**src/rtl/bloom_filter.sv**
```systemverilog
// Flow-membership Bloom filter: hashes a 104-bit 5-tuple key into a 2**ADDR_W bit array,
// one hash per cycle, reports hit/miss and optionally learns the key on a miss.
module bloom_filter #(
    parameter int ADDR_W   = 8,
    parameter int NUM_HASH = 3,
    parameter int LEARN    = 1,
    parameter logic [(2**ADDR_W)-1:0] INIT_VEC = '0
) (
    input  logic        clk,
    input  logic        reset,
    input  logic [71:0] ip_pro,
    input  logic [15:0] src_port,
    input  logic [15:0] dest_port,
    output logic        readyRecv,
    output logic        readyRes,
    output logic        get_Result
);

    localparam int M      = 2**ADDR_W;
    localparam int KEY_W  = 104;
    localparam int NCHUNK = (KEY_W + ADDR_W - 1) / ADDR_W;
    localparam int PAD_W  = NCHUNK * ADDR_W;
    localparam int CNT_W  = $clog2(NUM_HASH + 1);

    localparam logic [7:0] SEEDS [0:7] = '{8'h00, 8'h5A, 8'hC3, 8'h96,
                                          8'h3C, 8'hA5, 8'h69, 8'hF0};

    typedef enum logic [1:0] {
        S_IDLE   = 2'd0,
        S_HASH   = 2'd1,
        S_RESULT = 2'd2
    } state_t;

    state_t              r_state;
    logic [M-1:0]        r_array;
    logic [KEY_W-1:0]    r_key;
    logic                r_hit;
    logic [CNT_W-1:0]    r_cnt;
    logic [ADDR_W-1:0]   r_idx [NUM_HASH];
    logic                r_ready_recv;
    logic                r_ready_res;
    logic                r_result;

    logic [KEY_W-1:0]    w_key;
    logic [ADDR_W-1:0]   w_hash [NUM_HASH];
    logic [ADDR_W-1:0]   w_cur_hash;
    logic                w_hit_next;
    logic                w_last;

    assign w_key = {ip_pro, src_port, dest_port};

    // Every hash is a fixed rotation of the latched key, so all of them are built
    // in parallel from wiring and the counter just selects which one is probed.
    genvar gi;
    generate
        for (gi = 0; gi < NUM_HASH; gi++) begin : g_hash
            localparam int         ROT    = (11 * gi) % KEY_W;
            localparam logic [7:0] SEED_I = SEEDS[gi];

            logic [2*KEY_W-1:0] w_dbl;
            logic [KEY_W-1:0]   w_rot;
            logic [PAD_W-1:0]   w_pad;
            logic [ADDR_W-1:0]  w_fold;

            assign w_dbl = {r_key, r_key} << ROT;
            assign w_rot = w_dbl[2*KEY_W-1:KEY_W];
            assign w_pad = PAD_W'(w_rot);

            always_comb begin
                w_fold = '0;
                for (int c = 0; c < NCHUNK; c++) begin
                    w_fold = w_fold ^ w_pad[c*ADDR_W +: ADDR_W];
                end
            end

            assign w_hash[gi] = w_fold ^ ADDR_W'(SEED_I);
        end
    endgenerate

    always_comb begin
        w_cur_hash = w_hash[0];
        for (int i = 0; i < NUM_HASH; i++) begin
            if (r_cnt == CNT_W'(i)) begin
                w_cur_hash = w_hash[i];
            end
        end
    end

    assign w_hit_next = r_hit & r_array[w_cur_hash];
    assign w_last     = (r_cnt == CNT_W'(NUM_HASH - 1));

    always_ff @(posedge clk or negedge reset) begin
        if (!reset) begin
            r_state      <= S_IDLE;
            r_array      <= INIT_VEC;
            r_key        <= '0;
            r_hit        <= 1'b1;
            r_cnt        <= '0;
            for (int i = 0; i < NUM_HASH; i++) begin
                r_idx[i] <= '0;
            end
            r_ready_recv <= 1'b1;
            r_ready_res  <= 1'b0;
            r_result     <= 1'b0;
        end else begin
            r_ready_res <= 1'b0;
            case (r_state)
                S_IDLE: begin
                    r_key        <= w_key;
                    r_hit        <= 1'b1;
                    r_cnt        <= '0;
                    r_ready_recv <= 1'b0;
                    r_state      <= S_HASH;
                end
                S_HASH: begin
                    for (int i = 0; i < NUM_HASH; i++) begin
                        if (r_cnt == CNT_W'(i)) begin
                            r_idx[i] <= w_cur_hash;
                        end
                    end
                    r_hit <= w_hit_next;
                    r_cnt <= r_cnt + CNT_W'(1);
                    if (w_last) begin
                        r_ready_res <= 1'b1;
                        r_result    <= w_hit_next;
                        r_state     <= S_RESULT;
                    end
                end
                S_RESULT: begin
                    // Repeated indices simply set the same bit twice.
                    if ((LEARN != 0) && !r_hit) begin
                        for (int i = 0; i < NUM_HASH; i++) begin
                            r_array[r_idx[i]] <= 1'b1;
                        end
                    end
                    r_ready_recv <= 1'b1;
                    r_state      <= S_IDLE;
                end
                default: begin
                    r_ready_recv <= 1'b1;
                    r_state      <= S_IDLE;
                end
            endcase
        end
    end

    assign readyRecv  = r_ready_recv;
    assign readyRes   = r_ready_res;
    assign get_Result = r_result;

endmodule

```
**config.mk**
```make
export PLATFORM = sky130hd
export DESIGN_NAME = bloom_filter
export DESIGN_NICKNAME = d
export VERILOG_FILES = /design/src/rtl/bloom_filter.sv
export SDC_FILE = /design/constraint.sdc
export NUM_CORES = 1
export LEC_CHECK = 0
export CAP_MARGIN = 40
export CORE_ASPECT_RATIO = 1.1
export CORE_UTILIZATION = 55
export CTS_CLUSTER_DIAMETER = 50
export DETAILED_ROUTE_END_ITERATION = 10
export GPL_TIMING_DRIVEN = 0
export PLACE_DENSITY = 0.77
export RECOVER_POWER = 25
export SLEW_MARGIN = 20
export SYNTH_ARGS = -nofsm -noshare
export SYNTH_HDL_FRONTEND = slang
export SYNTH_SLANG_ARGS = --single-unit
```
**constraint.sdc**
```tcl
create_clock -name clk -period 3.9 [get_ports clk]
set_input_delay 0.975 -clock clk [delete_from_list [all_inputs] [get_ports clk]]
set_output_delay 0.975 -clock clk [all_outputs]
set_load 0.01 [all_outputs]
```
-- Word level (Yosys, flattened, before mapping)
Cells that the tools add are included.
- $add $sub $neg: 1
- order comparisons: 7
- eq/ne operators: 5
- muxes and demuxes: 17
- bitwise logic cells: 43
- reduce and logical (&&, ||, !) cells: 10
- operators by type and width (cell ; count):
    $or 256x256->256 ; 3
    $xor 8x8->8 ; 36
    $lt 8x9->1 const B ; 4
    $demux 1 s8 ; 3
    $ge 8x1->1 const B ; 3
    $mux 8 ; 2
    $bmux 1 s8 ; 1
    $not 4->4 ; 2
    $pmux 2 s2 ; 2
    $reduce_and 2->1 ; 4
    $mux 1 ; 6
    $eq 2x1->1 const B ; 2
    $eq 2x2->1 const B ; 2
    $logic_not 2->1 ; 2
    $pmux 1 s2 ; 2
    $logic_and 1x1->1 ; 3
    $add 2x1->2 const B ; 1
    $mux 2 ; 1
    $ne 2x2->1 const B ; 1
    $reduce_bool 2->1 ; 1
    $and 1x1->1 ; 1
    $not 1->1 ; 1
- flip-flop bits (word level): 392
- bits of input ports: 106
- logic and storage cells: 94

-- Longest topological paths before layout
- depth in word-level cells: 19
- depth in mapped cells: 16
- depth with buffers taken out: 12

-- Worst setup path after synthesis
OpenSTA, ideal clock, no wires.
- kind: flip-flop to flip-flop
- start point: register r_key[63] (netlist: g_hash[0].w_pad[63])
- end point: register r_result (netlist: get_Result)
- setup time: 0.134 ns
- arrival: 3.103 ns
- required time: 3.766 ns
- setup slack: 0.663 ns
- stages on the path, launching flop included: 11
- clock period less this slack: 3.237 ns
- cells stage by stage: dfrtp_1 -> xnor3_1 -> xnor3_2 -> xnor2_1 -> a222oi_1 -> nand2b_1 -> a211oi_1 -> a22o_1 -> or4_1 -> o41ai_2 -> o41ai_1
- longest elaborated chain between the ends: 11
- elaborated cells between the ends (all ways): 18
- classes of those cells: mux (4); bitwise (14)
- ends and longest elaborated chain (element ; RTL line ; RTL):
    start: declaration ; 36 ; logic [KEY_W-1:0] r_key;
    start signal: assignment ; 109 ; r_key <= w_key;
    $xor 8x8->8 (6 in a row) ; 72 ; w_fold = w_fold ^ w_pad[c*ADDR_W +: ADDR_W];
    $mux 8 ; 83 ; if (r_cnt == CNT_W'(i)) begin
    $mux 8 * ; 83 ;
    $bmux 1 s8 * ; 89 ; assign w_hit_next = r_hit & r_array[w_cur_hash];
    $mux 1 (not written as such) * ; 89 ;
    $and 1x1->1 * ; 89 ;
    end signal: assignment ; 125 ; r_result <= w_hit_next;
    end: declaration ; 42 ; logic r_result;
Every way passes the cells marked *; elsewhere a longest branch is shown, timed or not. The select of a mux whose other input is x is not followed.
A chain may end at the register's enable or synchronous reset.

-- Worst setup path in the final report
- start point: register r_cnt[0]
- end point: register r_result (netlist: get_Result)
- longest elaborated chain between the ends: 6
- elaborated cells between the ends (all ways): 8
- classes of those cells: eq/ne (2); mux (4); bitwise (1); reduce/logical (1)
- ends and longest elaborated chain (element ; RTL line ; RTL):
    start: declaration ; 38 ; logic [CNT_W-1:0] r_cnt;
    start signal: assignment ; 122 ; r_cnt <= r_cnt + CNT_W'(1);
    $eq 2x1->1 ; 83 ;
    $mux 8 (2 in a row) ; 83 ;
    $bmux 1 s8 ; 89 ;
    $mux 1 (not written as such) ; 89 ;
    $and 1x1->1 ; 89 ;
Parallel ways exist; a longest one is shown, timed or not. The select of a mux whose other input is x is not followed.

==> impl_metrics.yaml <==
die:
  dieArea_mm2: 0.0393
  die_w_um: 189
  floorplan.initialDensity_pct: 55.7
  die_h_um: 208
  ios: 109
  core-area_mm2: 0.0381
  fp-row-count: 75
global_route:
  grt_max_degree: 91
  overflow: 0
  gr-usage-all-layers_pct: 49.9
  grt_use_met1_pct: 60.0
  grt_pass1_vias: 21100
  grt_use_met3_pct: 18.4
  grt_busiest_layer: "met2"
  grt_use_met2_pct: 72.1
  grt_pass1_wl_um: 140000
  grt_antenna_before_repair: 2
worst_setup_path:
  rr_endpoint: "get_Result"
  cp_common_cell: "inv_1"
  cpMaxStageDelayCell: "a2111oi_1"
  crit_buf_inv: 3
  ff2ff_path_depth: 11
  rrSetupSlack_ns: -0.08
  worstSetupEndpointType: "flip-flop"
  cp_data_arrival_time_ns: 4.47
  crit_chain: "inv_1 -> ha_1 -> clkbuf_1 -> inv_1 -> nor2_1 -> a221o_1 -> nand2_2 -> a2111oi_1 -> or4_4 -> o41ai_4 -> o41ai_2"
  path_delay_family: "compound AO/OA/AOI/OAI gates"
  critical_path_class: "flip-flop to flip-flop"
  crit_fanout: 10
  crit-reg2reg-launch: "r_cnt[0]"
  critical_path_required_ns: 4.39
  cp-start-kind: "flip-flop"
  slowest_delay_ns: 0.71
layout:
  layout-drive-gt1-share_pct: 14.8
  fin_area_mm2: 0.0258
  areaGrowthSynthToFinish_pct: 21.7
  nNetsFinal: 2550
  stdcell_count: 2979
timing:
  rsz0062_at_grt: "false"
  slew_violations: 70
  setup_viol: 2
  fmax_mhz: 251
  finalSetupTns_ns: -0.157
  clock_skew_ns: 0.0126
  min_period_ns: 3.98
  period_share_pct: 102
  final.setup.worst_slack_ns: -0.0823
  hold_viol: 0
  maxSlewHeadroom_pct: -27.3
  max_slew.worst_pin.slew_ns: 1.91
placement:
  dp_slack_ns: -1.12
  port_buffers: 108
  placed_cell_area_mm2: 0.0234
  dpl.hpwl_um: 68600
  gp_congestion: 1.05
  dp.cells: 2871
status:
  violations: "capacitance limit, slew limit, setup timing"
  status: "finished with violations"
detailed_routing:
  ant_nets: 0
  drt_iter0_drc: 3132
  dr.pass1.iters: 7
  drcViolationCount: 0
  dr_total_vias: 21300
  totalWireLength_um: 98000
  wl_per_cell_um: 32.9
  vias_per_cell: 7.15
power_and_ir_drop:
  power.leakage_nw: 10.3
  fin_total_pwr_mw: 21.7
  p_per_area_mw_per_mm2: 841
  ir_worst_vdd_v: 0.000531
clocking:
  cts_root_buf: "clkbuf_16"
  cts_buffer_depth: 3
  hold_buffers: 0
  cts_tree: "done"
  htreeDepth: 2
  cts.clk_slew.worst_paths_ns: 0.06
  clock_sinks: 392
  insertion_delay_ns: 0.60
  cts_made_buffers: 46
yosys:
  yosysWarnings: 0
  asyncSetResetFlopFracSynth_pct: 100
  syn_avg_cell_area_um2: 9.57
  syn_inst: 2216
  syn_nets: 2325
  seq_area_frac_synth_pct: 46.3
  ys_seq_elements: 392
  synth_edf_count: 0
  synthFlopType: "dfrtp_1"
  ys_types: 58
  synth_area_mm2: 0.0212
worst_hold_path:
  hold_path.class: "flip-flop to flip-flop"
  hold_end: "r_array[150]"
  whs_path_depth: 1
  holdCritStartpoint: "r_array[150]"
job:
  cap_violations: 1
-- worst max path at each step --
stage	start	endpoint	slack (ns)	cells past startpoint
floorplan	g_hash[0].w_pad[63]	get_Result	0.66	10
global route	g_hash[0].w_pad[67]	get_Result	0.007	15
detailed placement	g_hash[0].w_pad[16]	get_Result	-1.12	15
CTS	g_hash[0].w_pad[74]	get_Result	0.02	13
global placement	reset	r_array[42]	-14.89	1
finish	r_cnt[0]	get_Result	-0.08	11
-- cells in the mapped netlist (all sizes together), types with 9 or more instances --
library cell    n  share of area (%)
a211oi         10               0.35
a21oi         253                6.0
a31oi          16               0.47
buf            31               0.71
clkbuf        141                2.5
dfrtp         390                 46
mux2          107                5.7
mux2i          53                2.5
nand2         262                4.7
nand2b         27               0.80
nand3          88                2.1
nand4          20               0.59
nor2           65                1.2
nor2b          28               0.83
nor3           17               0.40
o21ai          50                1.2
o21bai        238                8.4
o22ai         257                7.6
xnor2          40                1.7
xnor3          24                2.6
xor2            9               0.37
-- power by group --
group	switching (mW)	leakage [nW]	internal (mW)
logic	7.54	4.46	3.48
clock network	1.85	0.757	2.69
registers	0.884	5.06	5.24
total	10.3	10.3	11.4
-- state kept, by name (all words and copies together), names as in the netlist --
register	cells
r_hit	1
r_idx	24
r_cnt	2
readyRes	1
r_state	2
r_array	256
g_hash.w_pad	104
get_Result	1
readyRecv	1
-- layout by cell type, fill, tap and decap left out, types with 11 or more instances in the layout --
master           Yosys  routed
o21ai_0             48      45
mux2_2             107     107
buf_4                4      51
nand3_1             88      88
a21oi_1            253     251
mux2i_1             53      47
nor3_2               0      11
o22ai_1            257     256
a31oi_1             16      12
xnor2_1             40      35
clkbuf_1           141     134
nand2_1            260     256
nor2_1              65      60
clkdlybuf4s50_1      0     107
buf_6                0      19
xnor3_1             23      20
o21bai_1           238     238
clkbuf_16            0      48
nor2b_1             28      28
nand4_1             20      20
nand2b_1            27      26
dfrtp_1            390     390
-- area by class of cell --
class	instances	area, um^2
inverter	8	30.0
timing repair buffer	180	1720
sequential	392	9810
buffer	169	892
clock inverter	21	278
multi-input combinational	1644	11100
fill	2970	12300
tap	500	626
clock buffer	63	1300
antenna	2	5.00
-- kinds of logic (layout without fill, tap and decap cells) --
logic type	Yosys count	after routing	synth area share, %
fa+ha+maj	3	3	0.177
xor+xnor	73	73	4.58
compound gates	878	878	26.2
other cells	0	2	0
flops	392	392	46.3
simple gates	530	530	11.3
buf+inv	180	441	3.35
mux	160	160	8.18
-- through the flow --
step / utilization [%] / hold slack, ns
floorplan: - / 0.427
global placement: 60.1 / 0.449
detailed placement: 61.5 / 0.452
CTS: 66.9 / 0.373
global route: 67.7 / 0.476
finish: 67.7 / 0.465
-- timing repair --
item | 4_1_cts | 5_1_grt
pin swaps | 9 | 12
endpoints found under the setup margin | 3 | 2
cloned | 0 | 0
setup buffers | 6 | 10
gates resized for setup | 110 | 50
-- metal layers --
layer  part of all wire [%]  wire (um)
met1                     34      33400
met2                     42      40800
met3                     14      13700
met4                     10      10000
met5                  0.093         91
(Power assumes the default switching activity.)
